[config.mk]
export PLATFORM = sky130hd
export DESIGN_NAME = datamemory_arbiter
export DESIGN_NICKNAME = d
export VERILOG_FILES = /design/src/rtl/datamemory_arbiter.sv
export SDC_FILE = /design/constraint.sdc
export NUM_CORES = 1
export LEC_CHECK = 0
export BUFFER_PORTS_ARGS = -buffer_cell sky130_fd_sc_hd__buf_2
export CAP_MARGIN = 20
export CORE_AREA = 5 5 154 156
export DETAILED_ROUTE_END_ITERATION = 16
export DIE_AREA = 0 0 159 161
export PLACE_DENSITY_LB_ADDON = 0.05
export SLEW_MARGIN = 20
export SYNTH_ARGS = -nofsm -noshare
export SYNTH_HDL_FRONTEND = slang
export SYNTH_SLANG_ARGS = --single-unit
[constraint.sdc]
create_clock -name CLK -period 7.6 [get_ports CLK]
set_input_delay 1.52 -clock CLK [delete_from_list [all_inputs] [get_ports CLK]]
set_output_delay 1.52 -clock CLK [all_outputs]
set_load 0.03 [all_outputs]
[src/rtl/datamemory_arbiter.sv]
// -----------------------------------------------------------------------------
// datamemory_arbiter
//
// Round-robin arbiter and access sequencer that lets two requesters share the
// single port of the 32 x 64-bit datamemory. Each access walks
// IDLE -> ACCESS -> CAPTURE -> RESP. A request from the other port seen in RESP
// chains straight into ACCESS.
//
// Handshake (REQ/ACK): a requester raises REQx together with stable WEx, ADDRx
// and DINx, and holds all of them until it sees ACKx. ACKx is a one-cycle pulse
// in the RESP cycle. DOUTx already carries the read data in that cycle and then
// holds it. The owner's REQ is ignored during RESP because the requester has not
// yet had a chance to drop it. A new request from the same port is therefore
// only seen after a pass through IDLE.
//
// Ports:
//   CLK, RST          clock; asynchronous active-high reset
//   REQ0/1            request per port
//   WE0/1             1 = write, 0 = read
//   ADDR0/1           word address
//   DIN0/1            write data
//   ACK0/1            one-cycle completion pulse
//   DOUT0/1           read data, updated only on that port's read completion
//   BUSY              high whenever the sequencer is not IDLE
//   MEM_ADDR          memory address
//   MEM_WE            memory write enable
//   MEM_DIN           memory write data
//   MEM_DOUT          memory read data
//   dbg_state         current sequencer state (0 IDLE, 1 ACCESS, 2 CAPTURE,
//                     3 RESP)
// -----------------------------------------------------------------------------
module datamemory_arbiter #(
  parameter int ADDR_WIDTH = 5,
  parameter int DATA_WIDTH = 64
) (
  input  logic                  CLK,
  input  logic                  RST,
  input  logic                  REQ0,
  input  logic                  REQ1,
  input  logic                  WE0,
  input  logic                  WE1,
  input  logic [ADDR_WIDTH-1:0] ADDR0,
  input  logic [ADDR_WIDTH-1:0] ADDR1,
  input  logic [DATA_WIDTH-1:0] DIN0,
  input  logic [DATA_WIDTH-1:0] DIN1,
  output logic                  ACK0,
  output logic                  ACK1,
  output logic [DATA_WIDTH-1:0] DOUT0,
  output logic [DATA_WIDTH-1:0] DOUT1,
  output logic                  BUSY,
  output logic [ADDR_WIDTH-1:0] MEM_ADDR,
  output logic                  MEM_WE,
  output logic [DATA_WIDTH-1:0] MEM_DIN,
  input  logic [DATA_WIDTH-1:0] MEM_DOUT,
  output logic [1:0]            dbg_state
);

  typedef enum logic [1:0] {
    S_IDLE    = 2'd0,
    S_ACCESS  = 2'd1,
    S_CAPTURE = 2'd2,
    S_RESP    = 2'd3
  } state_t;

  state_t                state_q;
  state_t                state_d;
  logic                  owner_q;   // port that owns the in-flight access
  logic                  last_q;    // most recently granted port
  logic                  we_q;
  logic [ADDR_WIDTH-1:0] addr_q;
  logic [DATA_WIDTH-1:0] din_q;
  logic [DATA_WIDTH-1:0] dout0_q;
  logic [DATA_WIDTH-1:0] dout1_q;

  logic                  take;      // latch a new request at this edge
  logic                  grant;     // port being latched when take is high

  // Next-state and grant selection.
  always_comb begin
    state_d = state_q;
    take    = 1'b0;
    grant   = 1'b0;
    case (state_q)
      S_IDLE: begin
        if (REQ0 || REQ1) begin
          take = 1'b1;
          // On a tie the port that was not granted last wins. Otherwise the
          // single requester wins, which REQ1 alone encodes.
          grant   = (REQ0 && REQ1) ? ~last_q : REQ1;
          state_d = S_ACCESS;
        end
      end
      S_ACCESS:  state_d = S_CAPTURE;
      S_CAPTURE: state_d = S_RESP;
      S_RESP: begin
        // Only the other port can be taken here; the owner's REQ is stale.
        grant = ~owner_q;
        if (owner_q ? REQ0 : REQ1) begin
          take    = 1'b1;
          state_d = S_ACCESS;
        end else begin
          state_d = S_IDLE;
        end
      end
      default: state_d = S_IDLE;
    endcase
  end

  always_ff @(posedge CLK or posedge RST) begin
    if (RST) begin
      state_q <= S_IDLE;
      owner_q <= 1'b0;
      last_q  <= 1'b1;
      we_q    <= 1'b0;
      addr_q  <= '0;
      din_q   <= '0;
      dout0_q <= '0;
      dout1_q <= '0;
    end else begin
      state_q <= state_d;
      if (take) begin
        owner_q <= grant;
        last_q  <= grant;
        we_q    <= grant ? WE1 : WE0;
        addr_q  <= grant ? ADDR1 : ADDR0;
        din_q   <= grant ? DIN1 : DIN0;
      end
      // Memory data has had a full cycle to settle by the end of CAPTURE.
      if (state_q == S_CAPTURE && !we_q) begin
        if (owner_q) dout1_q <= MEM_DOUT;
        else         dout0_q <= MEM_DOUT;
      end
    end
  end

  // The memory address and data come straight from the latch registers. They
  // only change when a new request is taken, so they hold while idle.
  assign MEM_ADDR  = addr_q;
  assign MEM_DIN   = din_q;
  assign MEM_WE    = (state_q == S_ACCESS) && we_q;
  assign ACK0      = (state_q == S_RESP) && !owner_q;
  assign ACK1      = (state_q == S_RESP) && owner_q;
  assign BUSY      = (state_q != S_IDLE);
  assign DOUT0     = dout0_q;
  assign DOUT1     = dout1_q;
  assign dbg_state = state_q;

endmodule

# [Word-level counts from Yosys, hierarchy flattened]
# Index checks and enable logic that the tools add are counted.
[word_totals] ff_bits=202 in_bits=208
[op_classes] n_eq_ne=4 muxes=13 bitwise=2 reduce_logical=12
[ops] op="64-bit 2-to-1 mux" count=1
[ops] op="2-bit case mux with 4 select lines" count=1
[ops] op="1-bit 2-to-1 mux" count=7
[ops] op="1-bit logical AND" count=5
[ops] op="5-bit 2-to-1 mux" count=1
[ops] op="2-bit == test (second input constant)" count=2
[ops] op="1-bit case mux with 2 select lines" count=2
[ops] op="2-bit AND reduction" count=2
[ops] op="2-bit by 1-bit == test with 1-bit output (second input constant)" count=1
[ops] op="1-bit logical NOT" count=2
[ops] op="2-bit logical NOT" count=1
[ops] op="2-bit 2-to-1 mux" count=1
[ops] op="2-bit != test (second input constant)" count=1
[ops] op="1-bit inverter" count=2
[ops] op="2-bit nonzero test" count=1
[ops] op="1-bit logical OR" count=1

# [Depth between registers and ports, before layout]
[depth] word_depth=5 ltp_mapped=6 mapped_depth_nobuf=6

# [Worst setup path after synthesis]
# Ideal clock, no wire load.
[synth_timing] kind="input port to flip-flop" startpoint="input REQ0" endpoint="register din_q[5] (netlist: MEM_DIN[5])" setup_ps=128 t_arrival_ps=2754 setup_slack_ps=4718 stages=5 n_path_buf=1 path_cell_list="nand2_1 a31oi_2 buf_2 mux2_2 mux2_1"
[synth_between] elab_chain_len=5 elab_cells_between_ends=10
[synth_rtl] element="start: declaration" line_no="38" rtl="input logic REQ0,"
[synth_rtl] element="1-bit logical AND" line_no="89" rtl="grant = (REQ0 && REQ1) ? ~last_q : REQ1;"
[synth_rtl] element="1-bit 2-to-1 mux" line_no="89"
[synth_rtl] element="1-bit 2-to-1 mux" line_no="85" rtl="if (REQ0 || REQ1) begin"
[synth_rtl] element="1-bit case mux with 2 select lines" line_no="83" rtl="case (state_q)"
[synth_rtl] element="64-bit 2-to-1 mux" line_no="126" rtl="din_q <= grant ? DIN1 : DIN0;"
[synth_rtl] element="end signal: assignment" line_no="126"
[synth_rtl] element="end: declaration" line_no="71" rtl="logic [DATA_WIDTH-1:0] din_q;"
# Several ways; a longest one is shown, not always the timed one.
# A chain may end at the register's enable or synchronous reset.

# [Worst setup path after layout]
[layout_timing] startpoint="input REQ0" endpoint="register din_q[14] (netlist: MEM_DIN[14])"
# The elaborated chain is that of the path after synthesis.

==> flow_summary.yaml <==
status:
  outcome: "finished, final reports clean"
synth:
  synthFlopType: "dfrtp_1"
  syn-num-nets: 739
  ys_ff_latch: 202
  synth_edf_count: 0
  yosys_warnings: 0
  async_flop_share_pct: 100
  netlist.area_leader.share_pct: 59.7
  synth_cell_types: 21
  yosysTopAreaCell: "dfrtp_1"
  synth-seq-area-share_pct: 60.0
  syn_inst: 527
  netlist_area_um2: 8430
  synthTopCellsByArea: "dfrtp_1 (60%), mux2_2 (34%), mux2_1 (1.9%)"
  synth.avg_cell_area_um2: 16.0
detailed_routing:
  via_per_inst: 4.74
  wl_per_cell_um: 19.5
  vias: 5882
  first_iter_violations: 147
  drtAntennaViolNets: 0
  drc_errors: 0
  drt-pass1-iter-count: 4
  routed_wl_um: 24300
setup_path:
  reg2regPathDepth: 6
  criticalPathCategory: "primary input to register"
  timing.rr.end: "MEM_DIN[14]"
  worstPathRequired_ns: 7.97
  critPathMaxFanout: 47
  critPathLaunch: "REQ0"
  critPathMaxStageDelay_ns: 0.73
  path_common_cell: "mux2_1"
  path_cells: "buf_2 -> nand2_1 -> a31oi_4 -> buf_4 -> mux2_1 -> mux2_1"
  slowest_stage: "a31oi_4"
  start_kind: "primary input"
  ff2ff_setup_slack_ns: 4.59
  cp-end-kind: "register"
  cpLargestDelayFamily: "buffers and inverters"
  r2r-start: "dbg_state[1]"
  critPathBufInv: 2
  arrival_ns: 3.81
sta:
  slew_viol_final: 0
  maxSlewHeadroom_pct: 37.1
  tightest_slew_ns: 0.944
  min_period_ns: 3.45
  setup_violations: 0
  max_freq_ghz: 0.290
  fin_setup_tns_ns: 0
  rsz0062_at_grt: "no"
  hold_violations: 0
  finClkSkew_ns: 0.00806
  period_share_pct: 45.3
min_path:
  hp-start: "last_q"
  whs_endpoint: "last_q"
  hold_class: "register to register"
  hold_path_depth: 2
global_route:
  grt_max_degree: 137
  grt_pass1_wl_um: 37600
  antenna_found_initial: 7
  grt_pass1_vias: 6548
  grt_use_total_pct: 18.1
  grt_overflow: 0
final_layout:
  syn_to_final_growth_pct: 36.3
  layout_commonest_cell: "buf_2"
  fill_cells: 1965
  layout-drive-gt1-share_pct: 74.4
  fin_nets: 1151
  layoutNonFillerInstCount: 1241
  final_cell_mix: "buf_2 (410), mux2_2 (255), dfrtp_1 (201)"
power_and_ir_drop:
  finalPower_mw: 6.17
  p_per_area_nw_per_um2: 537
  p_leak_nw: 5.57
  peakVddDrop_mv: 0.306
clocking:
  ctsHoldBuffers: 0
  cts_buffer_depth: 3
  worst_skew_pair.late_latency_ns: 0.49
  cts.sink_count: 202
  cts_tree: "done"
  htreeDepth: 1
  cts_setup_buffers: 0
  clk_pin_slew_worst_paths_ns: 0.06
  numCtsBuffers: 23
  cts-resized-gates: 0
  clockRootBuffer: "clkbuf_16"
place:
  port_buffers: 410
  dpl.hpwl_um: 18200
  gp_congestion: 0.788
  placed_cells: 1199
die:
  die_h_um: 161
  io_pins: 411
  die_x_um: 159
  core_area_um2: 22200
  start_util_pct: 37.9
  die_area_um2: 25600
  row_count: 55
run:
  drv_cap: 0
layer usage:
layer  global-route usage (%)  up-vias  wire length (um)
li1                         -     2707                 -
met1                     19.8     2876              8610
met2                     32.1      249             12500
met3                     7.86       40              2410
met4                     4.89       10               637
met5                        0        -                75
where the power goes:
| group | leakage (nW) | total (mW) | internal, mW | switching, mW |
|---|---|---|---|---|
| combinational | 2.83 | 3.18 | 1.22 | 1.96 |
| sequential | 2.38 | 1.92 | 1.64 | 0.279 |
| clock | 0.362 | 1.07 | 0.646 | 0.420 |
| total | 5.57 | 6.17 | 3.51 | 2.66 |
worst max path at each step:
| stage | to | slack [ns] | cells past startpoint |
|---|---|---|---|
| 2_1_floorplan | DOUT0[0] | 0.57 | 1 |
| 3_3_place_gp | MEM_DIN[5] | 3.70 | 6 |
| 3_5_place_dp | MEM_DIN[14] | 3.61 | 6 |
| 4_1_cts | MEM_DIN[14] | 4.14 | 6 |
| 5_1_grt | MEM_DIN[14] | 4.04 | 6 |
| 6_report | MEM_DIN[14] | 4.15 | 6 |
layout make-up:
cell class | count | area, um2 | area share [%]
sequential | 202 | 5060 | 44.0
multi-input combinational | 291 | 3220 | 28.0
timing repair buffer | 415 | 2090 | 18.2
clock buffer | 34 | 677 | 5.89
tap | 285 | 357 | 3.10
clock inverter | 6 | 57.6 | 0.501
inverter | 6 | 30.0 | 0.261
antenna | 2 | 5.00 | 0.0436
synthesized netlist by cell type (2+ instances only):
cell type,number
clkbuf_1,2
mux2i_1,2
o21ai_0,3
nand2_1,3
buf_2,19
ha_1,4
and2_1,2
buf_4,7
dfrtp_1,201
mux2_2,255
mux2_1,14
inv_1,6
cells by family (layout without fill, tap and decap cells):
group                    count (synthesis)  in the layout  share of synthesized area [%]
multiplexers                           271            271                           36.2
flip-flops                             202            202                           60.0
buffers and inverters                   34            461                           2.11
AND/OR/NAND/NOR                         10             10                          0.653
AO/OA/AOI/OAI                            6              6                          0.519
adder cells (fa/ha/maj)                  4              4                          0.594
other                                    0              2                              0
worst reg2reg max path: cells and delay by family, from the launching register on:
family                   cells  cell delay, ns
AO/OA/AOI/OAI                1            0.70
adder cells (fa/ha/maj)      1            0.22
buffers and inverters        1            0.64
flip-flops                   1            0.42
multiplexers                 2            0.74
AND/OR/NAND/NOR              1            0.17
sequential cells by signal (all words and copies together), names as in the netlist:
signal,count
DOUT0,64
DOUT1,64
MEM_ADDR,5
MEM_DIN,64
dbg_state,2
last_q,1
owner_q,1
we_q,1
through the flow:
step | instance area, um2 | hold slack, ns | util (%) | setup WS, ns
floorplan | 8430 | 0.444 | - | 0.571
global placement | 10800 | 0.462 | 48.4 | 3.70
detailed placement | 10800 | 0.472 | 48.4 | 3.61
CTS | 11500 | 0.482 | 51.7 | 4.14
global route | 11500 | 0.493 | 51.7 | 4.04
finish | 11500 | 0.478 | 51.7 | 4.15
Power figures use the tool's default switching activity.
